[config.mk]
export PLATFORM = sky130hd
export DESIGN_NAME = instr_fetch_unit
export DESIGN_NICKNAME = d
export VERILOG_FILES = /design/src/rtl/instr_fetch_unit.sv
export SDC_FILE = /design/constraint.sdc
export NUM_CORES = 1
export LEC_CHECK = 0
export CELL_PAD_IN_SITES_DETAIL_PLACEMENT = 0
export CELL_PAD_IN_SITES_GLOBAL_PLACEMENT = 1
export CORE_MARGIN = 1
export CORE_UTILIZATION = 32
export CTS_BUF_LIST = sky130_fd_sc_hd__clkbuf_8
export DETAILED_ROUTE_END_ITERATION = 6
export PLACE_DENSITY = 0.85
export SLEW_MARGIN = 20
export SYNTH_ARGS = -nofsm -noshare
export SYNTH_HDL_FRONTEND = slang
export SYNTH_SLANG_ARGS = --single-unit
[constraint.sdc]
create_clock -name clk -period 4.95 [get_ports clk]
set_input_delay 0.99 -clock clk [delete_from_list [all_inputs] [get_ports clk]]
set_output_delay 0.99 -clock clk [all_outputs]
set_load 0.02 [all_outputs]
[src/rtl/instr_fetch_unit.sv]
// Instruction fetch bus master for the multicycle MIPS core: issues one Avalon
// word read per request, delivers the word to the IR and flags misalignment/timeouts.
module instr_fetch_unit #(
  parameter logic [31:0] RESET_VECTOR   = 32'hBFC00000,
  parameter int unsigned TIMEOUT_CYCLES = 32'd255
) (
  input  logic        clk,
  input  logic        reset,
  input  logic        fetch_start,
  input  logic [31:0] fetch_pc,
  output logic [31:0] avm_address,
  output logic        avm_read,
  input  logic        avm_waitrequest,
  input  logic [31:0] avm_readdata,
  output logic [31:0] mem_input,
  output logic        IRWrite,
  output logic        fetch_busy,
  output logic        fetch_err
);

  // A zero timeout still needs a 1-bit counter so the declarations stay legal.
  localparam int CNT_W = (TIMEOUT_CYCLES == 32'd0) ? 1 : $clog2(TIMEOUT_CYCLES + 32'd1);
  localparam logic [CNT_W-1:0] CNT_LAST =
    CNT_W'((TIMEOUT_CYCLES == 32'd0) ? 32'd0 : (TIMEOUT_CYCLES - 32'd1));
  localparam logic [CNT_W-1:0] CNT_MAX    = {CNT_W{1'b1}};
  localparam logic             TIMEOUT_EN = (TIMEOUT_CYCLES != 32'd0);

  typedef enum logic [1:0] {
    S_IDLE    = 2'd0,
    S_WAIT    = 2'd1,
    S_DELIVER = 2'd2,
    S_ERR     = 2'd3
  } state_t;

  state_t            r_state;
  state_t            w_state_nxt;
  logic [31:0]       r_avm_address;
  logic [31:0]       w_avm_address_nxt;
  logic              r_avm_read;
  logic              w_avm_read_nxt;
  logic [31:0]       r_mem_input;
  logic [31:0]       w_mem_input_nxt;
  logic [CNT_W-1:0]  r_cnt;
  logic [CNT_W-1:0]  w_cnt_nxt;
  logic              r_irwrite;
  logic              r_busy;
  logic              r_err;

  // Next-state and next-register values.
  always_comb begin
    w_state_nxt       = r_state;
    w_avm_address_nxt = r_avm_address;
    w_avm_read_nxt    = r_avm_read;
    w_mem_input_nxt   = r_mem_input;
    w_cnt_nxt         = r_cnt;
    case (r_state)
      S_IDLE, S_ERR: begin
        if (fetch_start) begin
          if (fetch_pc[1:0] != 2'b00) begin
            w_state_nxt = S_ERR;
          end else begin
            w_state_nxt       = S_WAIT;
            w_avm_address_nxt = fetch_pc;
            w_avm_read_nxt    = 1'b1;
            w_cnt_nxt         = {CNT_W{1'b0}};
          end
        end else begin
          w_state_nxt = r_state;
        end
      end
      S_WAIT: begin
        if (!avm_waitrequest) begin
          w_state_nxt     = S_DELIVER;
          w_mem_input_nxt = avm_readdata;
          w_avm_read_nxt  = 1'b0;
        end else if (TIMEOUT_EN && (r_cnt == CNT_LAST)) begin
          w_state_nxt    = S_ERR;
          w_avm_read_nxt = 1'b0;
        end else if (r_cnt != CNT_MAX) begin
          w_cnt_nxt = r_cnt + {{(CNT_W-1){1'b0}}, 1'b1};
        end else begin
          w_cnt_nxt = r_cnt;
        end
      end
      S_DELIVER: begin
        w_state_nxt = S_IDLE;
      end
      default: begin
        w_state_nxt    = S_IDLE;
        w_avm_read_nxt = 1'b0;
      end
    endcase
  end

  // State and output registers; status flags are registered from the next state.
  always_ff @(posedge clk) begin
    if (reset) begin
      r_state       <= S_IDLE;
      r_avm_address <= RESET_VECTOR;
      r_avm_read    <= 1'b0;
      r_mem_input   <= 32'h0000_0000;
      r_cnt         <= {CNT_W{1'b0}};
      r_irwrite     <= 1'b0;
      r_busy        <= 1'b0;
      r_err         <= 1'b0;
    end else begin
      r_state       <= w_state_nxt;
      r_avm_address <= w_avm_address_nxt;
      r_avm_read    <= w_avm_read_nxt;
      r_mem_input   <= w_mem_input_nxt;
      r_cnt         <= w_cnt_nxt;
      r_irwrite     <= (w_state_nxt == S_DELIVER);
      r_busy        <= (w_state_nxt == S_WAIT) || (w_state_nxt == S_DELIVER);
      r_err         <= (w_state_nxt == S_ERR);
    end
  end

  assign avm_address = r_avm_address;
  assign avm_read    = r_avm_read;
  assign mem_input   = r_mem_input;
  assign IRWrite     = r_irwrite;
  assign fetch_busy  = r_busy;
  assign fetch_err   = r_err;

endmodule
==> results of run 1 <==
==> worst paths after layout <==
check | slack, ns | from | endpoint | cells after the start
max | 2.53 | fetch_start | fetch_busy | 7
min | 0.46 | avm_address[30] | avm_address[30] | 2
max reg2reg | 2.83 | r_state[1] | r_cnt[2] | 6
min reg2reg | 0.46 | avm_address[30] | avm_address[30] | 2
==> logic make-up (layout without fill, tap and decap cells) <==
family / Yosys count / after routing
simple gates: 174 / 174
compound gates: 81 / 81
flops: 78 / 78
buf+inv: 33 / 161
fa+ha+maj: 4 / 4
==> stage by stage <==
stage / util / total power [mW] / area (µm²) / hold WS, ns / setup slack [ns]
after floorplan: - / 1.05 / 2980 / 0.471 / 2.80
after CTS: 0.519 / 1.79 / 4610 / 0.459 / 2.54
after detailed placement: 0.495 / 1.28 / 4400 / 0.447 / 2.17
final: 0.519 / 1.76 / 4610 / 0.456 / 2.53
after global placement: 0.495 / 1.27 / 4400 / 0.441 / 2.10
after global routing: 0.519 / 1.87 / 4610 / 0.468 / 2.47
==> layout make-up <==
| type | instances | area share |
|---|---|---|
| clock inverters | 6 | 0.0190 |
| flip-flops and latches | 78 | 0.339 |
| well taps | 108 | 0.0293 |
| multi-input cells | 259 | 0.282 |
| clock buffers | 9 | 0.0269 |
| inverters | 7 | 0.00570 |
| repair buffers | 139 | 0.299 |
==> per-layer routing <==
layer / up-vias / wire length, µm
met5: - / 0
li1: 1475 / -
met1: 1309 / 3340
met4: 0 / 27
met2: 113 / 3430
met3: 2 / 920
==> worst reg2reg max path: stages, from the launching register on <==
cell      delay (ns)
dfxtp_1         0.32
inv_1           0.05
ha_1            0.40
inv_1           0.16
nor4_2          0.66
nor2_1          0.16
a311oi_1        0.27
==> flip-flops by register name (all words and copies together), names as in the netlist <==
signal / count
avm_read: 1
r_cnt: 8
fetch_err: 1
avm_address: 32
mem_input: 32
IRWrite: 1
r_state: 2
fetch_busy: 1
==> cells in the mapped netlist, types with 2 or more instances <==
cell	number	area, µm²
nand2_1	129	484
dfxtp_1	78	1560
a21oi_1	57	285
clkbuf_1	22	82.6
nand3b_1	9	67.6
inv_1	7	26.3
nand3_1	7	35.0
nor2_1	6	22.5
ha_1	4	50.1
nand2b_1	4	25.0
o21ai_0	4	20.0
or3_1	4	25.0
a31oi_1	3	18.8
a211oi_1	2	15.0
a311oi_1	2	17.5
buf_2	2	10.0
nor2b_1	2	12.5
nor3_1	2	10.0
nor3b_1	2	15.0
o211ai_1	2	15.0
o31ai_1	2	15.0
o32ai_1	2	17.5
==> power by group through the flow <==
stage	clock network [mW]	logic, mW	registers, mW
2_1_floorplan	0	0.231	0.819
3_3_place_gp	0	0.527	0.743
3_5_place_dp	0	0.531	0.745
4_1_cts	0.528	0.533	0.730
5_1_grt	0.556	0.577	0.740
6_report	0.507	0.527	0.730
==> results by group, run 1 <==
GRT
  • Global Route Usage Sum: 0.163
  • Met1 GRT Util: 0.192
  • Vias in the first global route: 2,696
  • Global route overflow: 0
  • Initial antenna violation count: 0
  • Largest net degree at the start of global routing: 53
  • Met2 GRT Util: 0.261
  • Layer with the highest usage: met2
  • First-pass GRT wire length: 12,700 µm
  • GR Layer Usage met3: 0.0816

Floorplan
  • Chip width: slightly below 100 µm
  • Initial Utilization: 0.335
  • Core Region: just under 0.009 mm²
  • Rows: 34
  • Chip height: 98.5 µm
  • Die ar.: slightly below 0.01 mm²
  • I/O pins: 136

Clocking
  • CTS tree: built
  • Cts repair resizes: 0
  • Clock slew at reported path FFs: 0.07 ns
  • Max clock buf depth: 2
  • Num Clock Sinks: 78
  • H-tree Lvls: 3
  • Clk Latency, worst-skew pair: 0.35 ns
  • Hold-fix buffers at CTS: 0
  • Post-CTS setup buffers: 0
  • CTS root buf: clkbuf_8
  • Num CTS Buffers: 9

Job
  • Max-cap violation count: 0

Power
  • Total internal power: between 1 and 1.5 mW
  • Switching power: 543 µW
  • Comb pwr share: 0.299
  • Net Sw Frac: 0.308
  • Clk pwr share: 0.288
  • Power density over cell area: between 300 and 400 mW/mm²
  • Peak VDD IR: 0.148 mV
  • Reg power frac: 0.414
  • Leak: about 1.6 nW

Drt
  • DRC: 13
  • Vias/cell: 4.78
  • Antenna-violating nets left: 0
  • Final WL: 7720 µm
  • Drt pass-1 iters: 6
  • WL/cell: 12.7 µm
  • Vias post-DR: 2,899
  • DRC violation total after the first TritonRoute iteration: between 100 and 150

Timing
  • Fin. max-slew vios: 0
  • Slew HR: 0.395
  • Final period util: 0.490
  • Setup_tns: 0 ns
  • Setup Skew: 0.0111 ns
  • Min Tclk post-route: 2.42 ns
  • Final Hold Fails: 0
  • Least-Margin Pin Slew: 0.908 ns
  • Final Setup Violations: 0
  • F_max: 413 MHz
  • RSZ-0062 raised after global routing: false

Place
  • Detailed Place HPWL: approximately 5400 µm
  • Placed insts: 591
  • Final GP Congestion: roughly 0.85
  • Port Buffers: ~140

Outcome
  • Failing checks: design-rule violations
  • Status: finished, violations left

Cells and area
  • Commonest cells after routing, fill and taps aside: clkdlybuf4s50_1 (134), nand2_1 (129), dfxtp_1 (78)
  • Commonest non-fill, non-tap cell in the layout: clkdlybuf4s50_1
  • Multi-input gate area: between 0.001 and 0.0015 mm²
  • # diodes: 0
  • Nets: roughly 570
  • Post-Layout Cell Count: 606
  • Area grow syn2layout: 54.6%
  • Proportion of layout cells with a drive suffix above 1: 0.0542
  • Storage element area: 0.00156 mm²
  • Fillers: 891

Logic synthesis
  • Post-synthesis compound-gate area fraction: 0.158
  • Main flop type after synthesis: dfxtp_1
  • Adder-cell share of the synthesized area: 0.0168
  • Post-synth EDFFs: 0
  • Yosys cell types: 40
  • Simple-gate area share of the yosys netlist: 0.258
  • Largest family of logic cells by synthesized area: simple AND/OR/NAND/NOR gates
  • Async S/R FF share, synth: 0
  • Flops & latches, synth: 78
  • YS warnings: 0
  • Net Count, Synth: 442
  • Syn_area_per_cell: 8.06 µm²
  • Synth Instances: 370
  • Cell Area, Synth: 0.00298 mm²
  • Post-synthesis sequential area ratio: 0.524
  • Xor and xnor area share after synthesis: 0
  • Multiplexer area fraction after synthesis: 0

Worst setup path
  • CP Class: in -> reg
  • Nature of the critical path endpoint: flop
  • Worst path max stage delay: 0.52 ns
  • Slowest stage cell, crit path: clkdlybuf4s50_1
  • Delay-heaviest family, CP: buffers and inverters
  • Critical-path maximum fanout: 4
  • WP data arrival: about 2.6 ns
  • Worst Path Buf+Inv: 2
  • Worst setup SP type: input pin
  • Critical Path RT: 5.15 ns
  • Sequence of cells on the critical path: clkdlybuf4s50_1 -> or3b_1 -> o211ai_1 -> o2bb2ai_1 -> inv_1 -> ha_1 -> nor2_1

Worst hold path
  • Worst Hold Class: reg -> reg
Note: power is estimated with default switching activity, not from simulation.
==> inputs of run 2 (changes only) <==
--- a/config.mk
+++ b/config.mk
@@ -8,10 +8,10 @@
 export CELL_PAD_IN_SITES_DETAIL_PLACEMENT = 0
 export CELL_PAD_IN_SITES_GLOBAL_PLACEMENT = 1
 export CORE_MARGIN = 1
-export CORE_UTILIZATION = 32
+export CORE_UTILIZATION = 27
 export CTS_BUF_LIST = sky130_fd_sc_hd__clkbuf_8
 export DETAILED_ROUTE_END_ITERATION = 6
-export PLACE_DENSITY = 0.85
+export PLACE_DENSITY = 0.76
 export SLEW_MARGIN = 20
 export SYNTH_ARGS = -nofsm -noshare
 export SYNTH_HDL_FRONTEND = slang
==> constraint.sdc (replaced) <==
create_clock -name clk -period 1.95 [get_ports clk]
set_input_delay 0.39 -clock clk [delete_from_list [all_inputs] [get_ports clk]]
set_output_delay 0.39 -clock clk [all_outputs]
set_load 0.02 [all_outputs]
==> results by group, run 2 (synthesized netlist as in run 1, its figures left out) <==
Outcome
  • Status: finished, final reports clean

Worst setup path
  • WP data arrival: 1.98 ns
  • Path depth of the worst reg2reg path: 7
  • R2R Setup Slk: around 0.17 ns
  • Reg-to-Reg Start: r_state[1]
  • Critical Path RT: 2.16 ns
  • Worst setup SP type: flop
  • Worst R2R End: r_cnt[6]
  • Critical-path maximum fanout: 6
  • Nature of the critical path endpoint: flop
  • CP Class: reg -> reg

GRT
  • Largest net degree at the start of global routing: 35
  • Global Route Usage Sum: 0.147
  • Global route overflow: 0
  • Initial antenna violation count: 0
  • Vias in the first global route: 2,921
  • First-pass GRT wire length: 13,400 µm

Clocking
  • Max clock buf depth: 2
  • Hold-fix buffers at CTS: 0
  • CTS root buf: clkbuf_8
  • CTS tree: built
  • Num CTS Buffers: 9
  • H-tree Lvls: 3
  • Clk Latency, worst-skew pair: 0.35 ns
  • Post-CTS setup buffers: 0
  • Num Clock Sinks: 78
  • Clock slew at reported path FFs: ~0.070 ns
  • Cts repair resizes: 0

Timing
  • Least-Margin Pin Slew: 0.641 ns
  • Final Hold Fails: 0
  • Final Setup Violations: 0
  • Setup_tns: 0 ns
  • Slew HR: 0.572
  • Setup Skew: 0.00828 ns
  • F_max: 563 MHz
  • RSZ-0062 raised after global routing: false
  • Final period util: 0.910
  • Fin. max-slew vios: 0
  • Min Tclk post-route: 1.78 ns

Power
  • Pwr Total: 4.40 mW
  • Leak: 1.67 nW
  • Peak VDD IR: about 0.40 mV
  • Power density over cell area: 928 mW/mm²

Cells and area
  • # diodes: 0
  • Commonest cells after routing, fill and taps aside: clkdlybuf4s50_1 (134), nand2_1 (129), dfxtp_1 (77)
  • Commonest non-fill, non-tap cell in the layout: clkdlybuf4s50_1
  • Nets: approximately 580
  • Area grow syn2layout: 59.0%
  • Proportion of layout cells with a drive suffix above 1: 0.0744

Floorplan
  • Initial Utilization: 0.276
  • I/O pins: 136
  • Core Region: 0.0108 mm²
  • Die ar.: approximately 0.011 mm²
  • Chip width: 107 µm
  • Chip height: 107 µm
  • Rows: 38

Worst hold path
  • Hold path cells: 2
  • Hold Crit Start: mem_input[20]
  • Worst Hold Class: reg -> reg
  • Hold endpoint: mem_input[20]

Drt
  • Vias/cell: around 4.5
  • Final WL: just over 8000 µm
  • DRC: 0
  • Drt pass-1 iters: 4
  • Antenna-violating nets left: 0
  • DRC violation total after the first TritonRoute iteration: 157
  • Vias post-DR: 2,944
  • WL/cell: 12.5 µm

Place
  • Final GP Congestion: between 0.8 and 0.9
  • Port Buffers: 135
  • Detailed Place HPWL: 5630 µm

Job
  • Max-cap violation count: 0
-- run 2: where the power goes --
part | internal (mW) | switching, mW
registers | 1.77 | 0.0845
clock network | 0.510 | 0.546
logic | 0.737 | 0.751
-- run 2: metal layers --
metal | share of wire | vias up | wire [µm] | global-route usage
li1 | - | 1503 | - | -
met1 | 0.43 | 1340 | 3460 | 0.164
met2 | 0.48 | 89 | 3870 | 0.251
met3 | 0.079 | 12 | 641 | 0.0450
met4 | 0.019 | 0 | 153 | 0.0793
met5 | 0 | - | 0 | 0
-- run 2: through the flow --
stage | utilization | hold slack (ns) | instance area, µm² | setup WS, ns | cells
3_3_place_gp | 0.424 | 0.441 | 4570 | -0.136 | 636
2_1_floorplan | - | 0.471 | 2980 | 0.159 | 370
3_5_place_dp | 0.424 | 0.447 | 4570 | -0.170 | 636
4_1_cts | 0.439 | 0.457 | 4740 | 0.120 | 651
6_report | 0.439 | 0.454 | 4740 | 0.175 | 651
5_1_grt | 0.439 | 0.474 | 4740 | 0.00943 | 651
-- run 2: final cells by class --
type / instances / area (µm²)
Clock buffer: 11 / 151
Clock inverter: 4 / 16.3
Fill cell: 1069 / 6050
Inverter: 7 / 26.3
Multi-Input combinational cell: 259 / 1300
Sequential cell: 78 / 1560
Tap cell: 140 / 175
Timing Repair Buffer: 152 / 1510
-- run 2: worst max-delay path by stage --
stage,startpoint,endpoint,slack (ns),depth (start not counted)
finish,r_state[1],r_cnt[6],0.17,7
global route,r_cnt[0],r_cnt[1],0.009,7
CTS,r_cnt[0],r_cnt[1],0.12,7
detailed placement,fetch_start,r_cnt[4],-0.17,5
global placement,fetch_start,fetch_busy,-0.14,7
floorplan,r_state[1],r_cnt[1],0.16,8
-- run 2: critical path, cell delays in order, from the launching register on --
cell       delay [ns]
dfxtp_1          0.34
inv_1            0.05
ha_1             0.37
nand4bb_1        0.16
a21o_4           0.26
buf_4            0.14
a211oi_1         0.22
o32ai_1          0.10
==> inputs of run 3 (changes only) <==
--- a/config.mk
+++ b/config.mk
@@ -7,7 +7,7 @@
 export LEC_CHECK = 0
 export CELL_PAD_IN_SITES_DETAIL_PLACEMENT = 0
 export CELL_PAD_IN_SITES_GLOBAL_PLACEMENT = 1
-export CORE_MARGIN = 1
+export CORE_MARGIN = 2
 export CORE_UTILIZATION = 27
 export CTS_BUF_LIST = sky130_fd_sc_hd__clkbuf_8
 export DETAILED_ROUTE_END_ITERATION = 6
==> results by group, run 3 (synthesized netlist as in run 1, its figures left out) <==
Drt
  • Antenna-violating nets left: 0
  • DRC violation total after the first TritonRoute iteration: 128
  • Final WL: slightly above 8000 µm
  • Drt pass-1 iters: 4
  • Vias post-DR: 2,960
  • Vias/cell: 4.55
  • WL/cell: 12.4 µm
  • DRC: 0

Timing
  • Least-Margin Pin Slew: between 0.6 and 0.7 ns
  • RSZ-0062 raised after global routing: false
  • Final Setup Violations: 0
  • Final Hold Fails: 0
  • Tightest hold margin: ~0.46 ns
  • Slew HR: 0.567
  • Fin worst setup slack: around 0.15 ns
  • Setup Skew: 0.00987 ns
  • Min Tclk post-route: 1.80 ns
  • F_max: 557 MHz
  • Fin. max-slew vios: 0
  • Final period util: 0.921

Power
  • Peak VDD IR: 0.363 mV
  • Leak: ~1.7 nW
  • Pwr Total: 4.59 mW
  • Power density over cell area: 959 mW/mm²

Worst hold path
  • Worst Hold Class: reg -> reg

Worst setup path
  • Worst path max stage delay: 0.47 ns
  • Worst setup SP type: flop
  • R2R Setup Slk: 0.15 ns
  • Nature of the critical path endpoint: flop
  • CP Class: reg -> reg
  • WP data arrival: 2.06 ns
  • Critical-path maximum fanout: 7
  • Sequence of cells on the critical path: inv_1 -> ha_1 -> o211ai_1 -> nor4_2 -> buf_4 -> or4_1 -> a21oi_1
  • Critical Path RT: 2.21 ns
  • Slowest stage cell, crit path: or4_1

Outcome
  • Status: finished, final reports clean

Cells and area
  • Post-Layout Cell Count: 650
  • Nets: between 500 and 600
  • Proportion of layout cells with a drive suffix above 1: 0.0804
  • Commonest cells after routing, fill and taps aside: clkdlybuf4s50_1 (134), nand2_1 (129), dfxtp_1 (77)
  • Commonest non-fill, non-tap cell in the layout: clkdlybuf4s50_1
  • # diodes: 0
  • Final Instance Area: 0.00479 mm²
  • Multi-input gate area: 0.00131 mm²
  • Storage element area: 0.00156 mm²
  • Area grow syn2layout: 60.6%
  • Fillers: 1,059

GRT
  • Largest net degree at the start of global routing: 35
  • First-pass GRT wire length: between 10,000 and 15,000 µm
  • Global Route Usage Sum: 0.135
  • Initial antenna violation count: 0
  • Vias in the first global route: 2,831
  • Global route overflow: 0

Place
  • Detailed Place HPWL: between 5000 and 6000 µm
  • Post-place instance area: 0.00457 mm²
  • Port Buffers: 135
  • Placed insts: 634
  • Final GP Congestion: 0.833
  • Pre-CTS WS: -0.162 ns

Clocking
  • Num CTS Buffers: 9
  • Post-CTS setup buffers: 0
  • Clock slew at reported path FFs: 0.08 ns
  • CTS root buf: clkbuf_8
  • Max clock buf depth: 2
  • CTS tree: built
  • H-tree Lvls: 3
  • Clk Latency, worst-skew pair: between 0.3 and 0.4 ns
  • Num Clock Sinks: 78

Floorplan
  • Die ar.: 0.0119 mm²
  • Initial Utilization: 0.276
  • Core Region: 0.0108 mm²
  • I/O pins: 136
  • Chip width: between 100 and 150 µm
  • Rows: 38
  • Chip height: 109 µm

Job
  • Max-cap violation count: 0
-- run 3: cell types whose count changed in the layout (fill, tap and decap cells not counted) --
cell	previous run	this run
buf_4	14	11
clkinv_4	0	1
clkbuf_8	11	10
ha_1	4	3
bufinv_16	0	1
buf_12	3	4
clkinvlp_4	0	1
inv_6	0	2
ha_4	0	1
inv_1	10	7
-- run 3: final timing paths --
kind,from,end,cells after the start
setup / recovery,r_cnt[0],r_cnt[1],7
hold / removal,avm_address[10],avm_address[10],2
setup reg to reg,r_cnt[0],r_cnt[1],7
hold reg to reg,avm_address[10],avm_address[10],2
-- run 3: final cells by class --
| cell class | count | share of cell area |
|---|---|---|
| clock buffers | 10 | 0.0287 |
| clock inverters | 6 | 0.0144 |
| inverters | 7 | 0.00549 |
| multi-input cells | 259 | 0.274 |
| flip-flops and latches | 78 | 0.326 |
| well taps | 140 | 0.0366 |
| repair buffers | 150 | 0.315 |
-- run 3: critical path, delay by kind of cell (launching register included) --
| family | cells | cell delay [ns] |
|---|---|---|
| simple gates | 2 | 0.54 |
| buf+inv | 2 | 0.23 |
| compound gates | 2 | 0.37 |
| fa+ha+maj | 1 | 0.22 |
| flops | 1 | 0.36 |
-- run 3: routing by layer --
metal	GRT usage	part of all wire	vias up	wire length, µm
met5	0	0	-	0
met4	0.0531	0.016	0	126
met3	0.0424	0.082	11	658
met2	0.232	0.48	100	3900
met1	0.155	0.42	1351	3380
li1	-	-	1498	-
-- run 3: per-stage QoR --
stage               TNS (ns)   util
floorplan                  0      -
global placement      -0.408  0.423
detailed placement    -0.727  0.423
CTS                        0  0.442
global route               0  0.444
finish                     0  0.444
-- run 3: repair_timing --
item	CTS	global route
gates resized for setup	0	3
setup endpoints to repair	0	5
hold buffers	0	0
-- run 3: power breakdown --
group / internal, mW / switching, mW
sequential: 1.77 / 0.0899
combinational: 0.743 / 0.750
clock: 0.635 / 0.606
total: 3.15 / 1.45
